`config.mk`:
```
export PLATFORM = sky130hd
export DESIGN_NAME = pe_feeder
export DESIGN_NICKNAME = d
export VERILOG_FILES = /design/src/rtl/pe_feeder.sv
export SDC_FILE = /design/constraint.sdc
export NUM_CORES = 1
export LEC_CHECK = 0
export BUFFER_PORTS_ARGS = -buffer_cell sky130_fd_sc_hd__buf_4
export CAP_MARGIN = 20
export CORE_ASPECT_RATIO = 1.75
export CORE_MARGIN = 5
export CORE_UTILIZATION = 25
export CTS_CLUSTER_DIAMETER = 150
export CTS_CLUSTER_SIZE = 16
export DETAILED_ROUTE_END_ITERATION = 6
export PLACE_DENSITY_LB_ADDON = 0.3
export SYNTH_ARGS = -nofsm -noshare
export SYNTH_HDL_FRONTEND = slang
export SYNTH_SLANG_ARGS = --single-unit
```
`constraint.sdc`:
```
create_clock -name clk -period 1.9 [get_ports clk]
set_input_delay 0.095 -clock clk [delete_from_list [all_inputs] [get_ports clk]]
set_output_delay 0.095 -clock clk [all_outputs]
set_load 0.005 [all_outputs]
```
`src/rtl/pe_feeder.sv`:
```
// pe_feeder: sequences one weight-stationary pass into the PE (weight row, then IN_ROW input rows)
// and tracks the PE pipeline so every result is flagged valid together with its row index.
//
// state  | meaning
// IDLE   | waiting for start; bases latched on start
// LOAD_W | two productive cycles: weight read, then weight capture
// STREAM | one input-row read per productive cycle
// DRAIN  | bubbles keep the PE clocked until the last result is consumed
// DONE   | one-cycle done pulse, busy low
module pe_feeder #(
  parameter int NUM_WIDTH  = 8,
  parameter int IN_COL     = 4,
  parameter int IN_ROW     = 4,
  parameter int ADDR_W     = 4,
  parameter int PE_LATENCY = 4,
  localparam int RW = IN_COL * NUM_WIDTH
) (
  input  logic              clk,
  input  logic              reset,
  input  logic              start,
  input  logic [ADDR_W-1:0] data_base,
  input  logic [ADDR_W-1:0] weight_base,
  input  logic              hold,
  output logic              data_rd_en,
  output logic [ADDR_W-1:0] data_addr,
  input  logic [RW-1:0]     data_rdata,
  output logic              weight_rd_en,
  output logic [ADDR_W-1:0] weight_addr,
  input  logic [RW-1:0]     weight_rdata,
  output logic              pe_enable,
  output logic [RW-1:0]     pe_data_in,
  output logic [RW-1:0]     pe_weight_in,
  output logic              result_valid,
  output logic [ADDR_W-1:0] result_row,
  output logic              busy,
  output logic              done
);

  typedef enum logic [2:0] {IDLE, LOAD_W, STREAM, DRAIN, DONE} state_t;

  localparam logic [ADDR_W-1:0] LAST_ROW = ADDR_W'(IN_ROW - 1);

  state_t                state, state_nxt;
  logic                  adv, consume, ld_phase, v0, v1;
  logic [ADDR_W-1:0]     dbase_q, wbase_q, row_cnt, res_cnt;
  logic [PE_LATENCY-1:0] vs;

  assign busy         = (state == LOAD_W) || (state == STREAM) || (state == DRAIN);
  assign adv          = busy && !hold;
  assign pe_enable    = adv;
  assign done         = (state == DONE);
  assign weight_rd_en = adv && (state == LOAD_W) && !ld_phase;
  assign weight_addr  = wbase_q;
  assign data_rd_en   = adv && (state == STREAM);
  assign data_addr    = dbase_q + row_cnt;
  assign result_valid = vs[PE_LATENCY-1];
  assign result_row   = res_cnt;
  assign consume      = result_valid && !hold;

  always_ff @(posedge clk or negedge reset) begin
    if (!reset) state <= IDLE;
    else        state <= state_nxt;
  end

  always_comb begin
    state_nxt = state;
    case (state)
      IDLE:    if (start) state_nxt = LOAD_W;
      LOAD_W:  if (adv && ld_phase) state_nxt = STREAM;
      STREAM:  if (adv && row_cnt == LAST_ROW) state_nxt = DRAIN;
      DRAIN:   if (consume && res_cnt == LAST_ROW) state_nxt = DONE;
      DONE:    state_nxt = IDLE;
      default: state_nxt = IDLE;
    endcase
  end

  // Everything below advances only on productive cycles, so a hold freezes the
  // capture pipeline and the PE tracker in step with the PE itself.
  always_ff @(posedge clk or negedge reset) begin
    if (!reset) begin
      dbase_q      <= '0;
      wbase_q      <= '0;
      row_cnt      <= '0;
      res_cnt      <= '0;
      ld_phase     <= 1'b0;
      v0           <= 1'b0;
      v1           <= 1'b0;
      vs           <= '0;
      pe_data_in   <= '0;
      pe_weight_in <= '0;
    end else begin
      if (state == IDLE && start) begin
        dbase_q  <= data_base;
        wbase_q  <= weight_base;
        row_cnt  <= '0;
        res_cnt  <= '0;
        ld_phase <= 1'b0;
      end
      if (state == DONE) res_cnt <= '0;
      if (adv) begin
        if (state == LOAD_W) begin
          ld_phase <= 1'b1;
          if (ld_phase) pe_weight_in <= weight_rdata;
        end
        if (data_rd_en) row_cnt <= row_cnt + ADDR_W'(1);
        if (consume) res_cnt <= res_cnt + ADDR_W'(1);
        v0         <= data_rd_en;
        v1         <= v0;
        pe_data_in <= v0 ? data_rdata : '0;
        vs         <= {vs[PE_LATENCY-2:0], v1};
      end
    end
  end

endmodule

```
Yosys cells after proc, flatten, opt, wreduce, memory -nomap -nowiden
Cells that the tools add are included.
{"block": "totals", "output_inout_bits": 82, "input_bits": 76, "register_bits": 90}
{"block": "op_classes", "n_reduce_logical": 16, "add_sub_neg": 3, "n_eq_ne": 10, "muxes": 16}
{"op": "2-to-1 mux 32 bit", "count": 1}
{"op": "2-to-1 mux 4 bit", "count": 7}
{"op": "2-to-1 mux 3 bit", "count": 4}
{"op": "case mux 3 bit (4 select lines)", "count": 1}
{"op": "logical AND 1 bit", "count": 9}
{"op": "adder 4 x 1 -> 4 bit, second input constant", "count": 2}
{"op": "== test 4 x 2 -> 1 bit, second input constant", "count": 2}
{"op": "== test 3 x 2 -> 1 bit, second input constant", "count": 2}
{"op": "inequality test 2 x 1 -> 1 bit, second input constant", "count": 3}
{"op": "adder 4 bit", "count": 1}
{"op": "AND reduction 4 bit", "count": 1}
{"op": "== test 3 x 1 -> 1 bit, second input constant", "count": 1}
{"op": "== test 3 bit, second input constant", "count": 1}
{"op": "logical NOT 3 bit", "count": 1}
{"op": "2-to-1 mux 1 bit", "count": 3}
{"op": "AND reduction 3 bit", "count": 1}
{"op": "logical NOT 1 bit", "count": 2}
{"op": "logical OR 1 bit", "count": 2}
{"op": "inequality test 2 bit, second input constant", "count": 1}

Longest topological paths before layout
{"block": "depth", "depth_word": 7, "mapped_depth": 5}

Least setup slack after synthesis
No wires, ideal clock.
{"block": "synth_path", "path_kind": "flip-flop to flip-flop", "start": "reg state[1]", "end": "reg row_cnt[0]", "setup_slack_ps": 395, "stages_incl_launch_ff": 6, "required_time_ps": 1772, "arrival_time_ps": 1377, "setup_ps": 128, "path_cell_list": "dfrtp_1 buf_2 nor4b_2 buf_4 nor2_1 mux2_1"}
{"block": "synth_between", "elab_chain_len": 7}
{"element": "from (decl)", "line": "43", "rtl": "state_t state, state_nxt;"}
{"element": "from (signal assigned)", "line": "62", "rtl": "else state <= state_nxt;"}
{"element": "== test 3 x 1 -> 1 bit or == test 3 x 2 -> 1 bit (tied branches)", "line": "48, 54"}
{"element": "logical OR 1 bit (2 in series)", "line": "48", "rtl": "assign busy = (state == LOAD_W) || (state == STREAM) || (state == DRAIN);"}
{"element": "logical AND 1 bit", "line": "49", "rtl": "assign adv = busy && !hold;"}
{"element": "logical AND 1 bit", "line": "54", "rtl": "assign data_rd_en = adv && (state == STREAM);"}
{"element": "2-to-1 mux 4 bit", "line": "105", "rtl": "if (data_rd_en) row_cnt <= row_cnt + ADDR_W'(1);"}
{"element": "2-to-1 mux 4 bit *", "line": "100", "rtl": "if (adv) begin"}
{"element": "to (signal assigned)", "line": "105"}
{"element": "to (decl)", "line": "45", "rtl": "logic [ADDR_W-1:0] dbase_q, wbase_q, row_cnt, res_cnt;"}
Mark *: on every way between the ends. The rest lies on a longest branch, timed or not.
A chain may end at the register's enable or synchronous reset.

Worst setup path after layout
{"block": "layout_path", "start": "reg row_cnt[1]", "end": "out data_addr[3]"}
{"block": "layout_between", "elab_chain_len": 1}
{"element": "adder 4 bit", "line": "55", "rtl": "assign data_addr = dbase_q + row_cnt;"}
{"element": "to (decl)", "line": "25", "rtl": "output logic [ADDR_W-1:0] data_addr,"}
No other way between the ends.

==> flow_metrics.py <==
metrics = {
    "status": {
        "status": "finished, final reports clean",
    },
    "floorplan": {
        "row_count": 59,
        "ioPinCount": 158,
        "die_h_um": 173,
        "core_area_mm2": 0.0149,
        "die_area_mm2": 0.0179,
        "die_w_um": 103,
        "initial_core_util": 0.255,
    },
    "sta": {
        "post-route-min-period_ns": 1.78,
        "finalSetupViolCount": 0,
        "final-hold-violation-count": 0,
        "finalSetupTns_ns": 0,
        "tightestPinTransition_ns": 0.661,
        "timing.final.crit_share": 0.934,
        "slew_violations": 0,
        "relSlewSlack": 0.559,
        "grt_setup_unrepaired": "no",
        "finalWorstSetupSlack_ns": 0.125,
        "fmax_ghz": 0.563,
        "fin_skew_ns": 0.00753,
    },
    "global_routing": {
        "first_global_vias": 3338,
        "grt-ovfl-total": 0,
        "antenna_found_initial": 0,
        "grt_max_degree": 52,
        "grt_first_pass_wirelength_um": 16600,
        "grt_usage": 0.117,
    },
    "setup_path": {
        "startpoint": "row_cnt[1]",
        "arrival_ns": 1.68,
        "critPathKind": "flip-flop to output port",
        "start_kind": "flip-flop",
        "cp-endpoint": "data_addr[3]",
        "r2r-end": "pe_data_in[26]",
        "regToRegSetupSlack_ns": 0.18,
        "cp.required_ns": 1.80,
        "ff2ff_path_depth": 4,
        "cp_max_fo": 5,
        "cp-end-kind": "output port",
        "reg2reg_from": "state[1]",
    },
    "job": {
        "max_cap_viol_count": 0,
    },
    "synth": {
        "syn_area_per_cell_um2": 12.0,
        "async_flop_share": 1.00,
        "yosysSeqAreaShare": 0.593,
        "synth_area_mm2": 0.00380,
        "synth_fp_nets": 399,
        "synth-main-ff-cell": "dfrtp_1",
        "synth_cell_types": 41,
        "netlist_instances": 317,
        "synth-edff-count": 0,
        "synth_seq_cells": 90,
        "synth_warnings": 0,
    },
    "power_and_ir_drop": {
        "peakVddDrop_uv": 528,
        "cellPowerDensity_mw_per_mm2": 1400,
        "leakagePower_nw": 2.91,
    },
    "clock_tree": {
        "cts-root-buf": "clkbuf_16",
        "cts_tree": "done",
        "clock_path_buffers": 2,
        "cts.sinks": 90,
        "htree_levels": 3,
        "cts.clk_slew.worst_paths_ns": 0.06,
        "cts-buffers-inserted": 9,
        "insertion_delay_ns": 0.34,
    },
    "placed_design": {
        "gp_congestion": 0.696,
        "hpwl_um": 7390,
        "port-buffer-count": 157,
        "dp_slack_ns": 0.177,
    },
    "detailed_routing": {
        "drtAntennaViolNets": 0,
        "vias_per_cell": 4.46,
        "drt_wl_total_um": 10300,
        "initialDrtViolationCount": 70,
        "wl_per_cell_um": 14.4,
        "drt_pre_antenna_iters": 4,
        "drc": 0,
        "vias": 3187,
    },
    "final_layout": {
        "fill_cells": 1438,
        "fin_nets": 608,
        "n_antenna_cell": 0,
        "syn_to_final_growth_pct": 58.8,
        "seq_area_mm2": 0.00225,
        "multi_input_area_mm2": 0.00143,
        "drive_above_1_share": 0.394,
    },
    "worst_hold_path": {
        "hold_class": "primary input to flip-flop",
    },
}
layout by cell type, fill, tap and decap left out, drive strengths merged, types with 3 or more instances in the layout:
master | netlist | final
ha | 5 | 5
buf | 7 | 169
mux2 | 47 | 47
nand2 | 34 | 34
dlygate4sd3 | 0 | 49
o22ai | 3 | 3
xnor2 | 3 | 3
inv | 8 | 13
nor2 | 5 | 5
o21ai | 68 | 68
nor4b | 3 | 3
clkbuf | 13 | 9
nand3 | 3 | 3
dfrtp | 90 | 90
flip-flops by register name (all words and copies together) (netlist names):
signal / cells
pe_data_in: 32
weight_addr: 4
row_cnt: 4
pe_weight_in: 32
v1: 1
state: 3
result_row: 4
vs: 4
ld_phase: 1
v0: 1
dbase_q: 4
worst max-delay path, stage by stage, from the launching register on:
cell and delay (ns):
dfrtp_1 0.44, ha_1 0.30, a21o_1 0.17, a21oi_2 0.15
xnor2_1 0.14, buf_4 0.14
cells by family after synthesis:
kind of cell | share of synthesized area
DFF | 0.593
and+or+nand+nor | 0.0834
buffers and inverters | 0.0329
muxes | 0.145
xor gates and xnor gates | 0.0115
adders and majority gates | 0.0217
AOI/OAI and AO/OA | 0.113
Yosys cell counts (all sizes together) (2+ instances only):
cell    instances  area (um2)
or2             2        12.5
buf             7        46.3
nor3b           2        15.0
inv             8        30.0
o21ai          68         340
nand2          34         128
a21oi           2        10.0
and3            2        12.5
a21o            2        15.0
mux2i           2        20.0
nor4b           3        47.5
mux2           47         529
nor2            5        21.3
a22o            2        17.5
nor2b           2        12.5
dfrtp          90        2250
clkbuf         13        48.8
xor2            2        17.5
ha              5        62.6
nand3           3        15.0
xnor2           3        26.3
o22ai           3        18.8
what timing repair did:
item / 4_1_cts / 5_1_grt
endpoints found under the setup margin: 0 / 2
endpoints found under the hold margin: 97 / 0
gates resized for setup: 0 / 1
setup buffers: 0 / 3
hold buffers: 49 / 0
per-layer routing:
| metal | track usage | vias up | share of wire |
|---|---|---|---|
| li1 | - | 1525 | - |
| met1 | 0.130 | 1536 | 0.38 |
| met2 | 0.205 | 110 | 0.52 |
| met3 | 0.0371 | 16 | 0.076 |
| met4 | 0.0378 | 0 | 0.016 |
| met5 | 0 | - | 0 |
where the power goes:
group	switching (mW)	internal (mW)
registers	0.567	2.74
logic	1.34	1.95
clock network	0.787	1.05
total	2.70	5.74
how the worst min path moves through the flow:
stage | slack (ns) | endpoint | start | depth (start not counted)
after CTS | 0.0006 | pe_data_in[8] | data_rdata[8] | 3
after detailed placement | 0.18 | pe_weight_in[14] | reset | 1
after global placement | 0.18 | pe_weight_in[16] | reset | 1
final | 0.01 | pe_data_in[4] | data_rdata[4] | 3
after floorplan | -0.20 | dbase_q[0] | reset | 0
after global routing | 0.0005 | pe_data_in[12] | data_rdata[12] | 3
final cells by class:
| cell class | count | area share |
|---|---|---|
| Sequential cell | 90 | 0.374 |
| Timing Repair Buffer | 218 | 0.296 |
| Multi-Input combinational cell | 199 | 0.237 |
| Tap cell | 183 | 0.0380 |
| Clock buffer | 9 | 0.0374 |
| Clock inverter | 7 | 0.0137 |
| Inverter | 8 | 0.00498 |
stage by stage:
| stage | utilization | instances | hold slack (ns) | power (mW) | instance area [um2] |
|---|---|---|---|---|---|
| 2_1_floorplan | - | 317 | -0.201 | 4.71 | 3800 |
| 3_3_place_gp | 0.349 | 646 | 0.176 | 6.50 | 5200 |
| 3_5_place_dp | 0.349 | 646 | 0.178 | 6.60 | 5200 |
| 4_1_cts | 0.403 | 711 | 0.000592 | 8.57 | 6000 |
| 5_1_grt | 0.404 | 714 | 0.000496 | 9.09 | 6030 |
| 6_report | 0.404 | 714 | 0.0125 | 8.43 | 6030 |
Note: power is estimated with default switching activity, not from simulation.
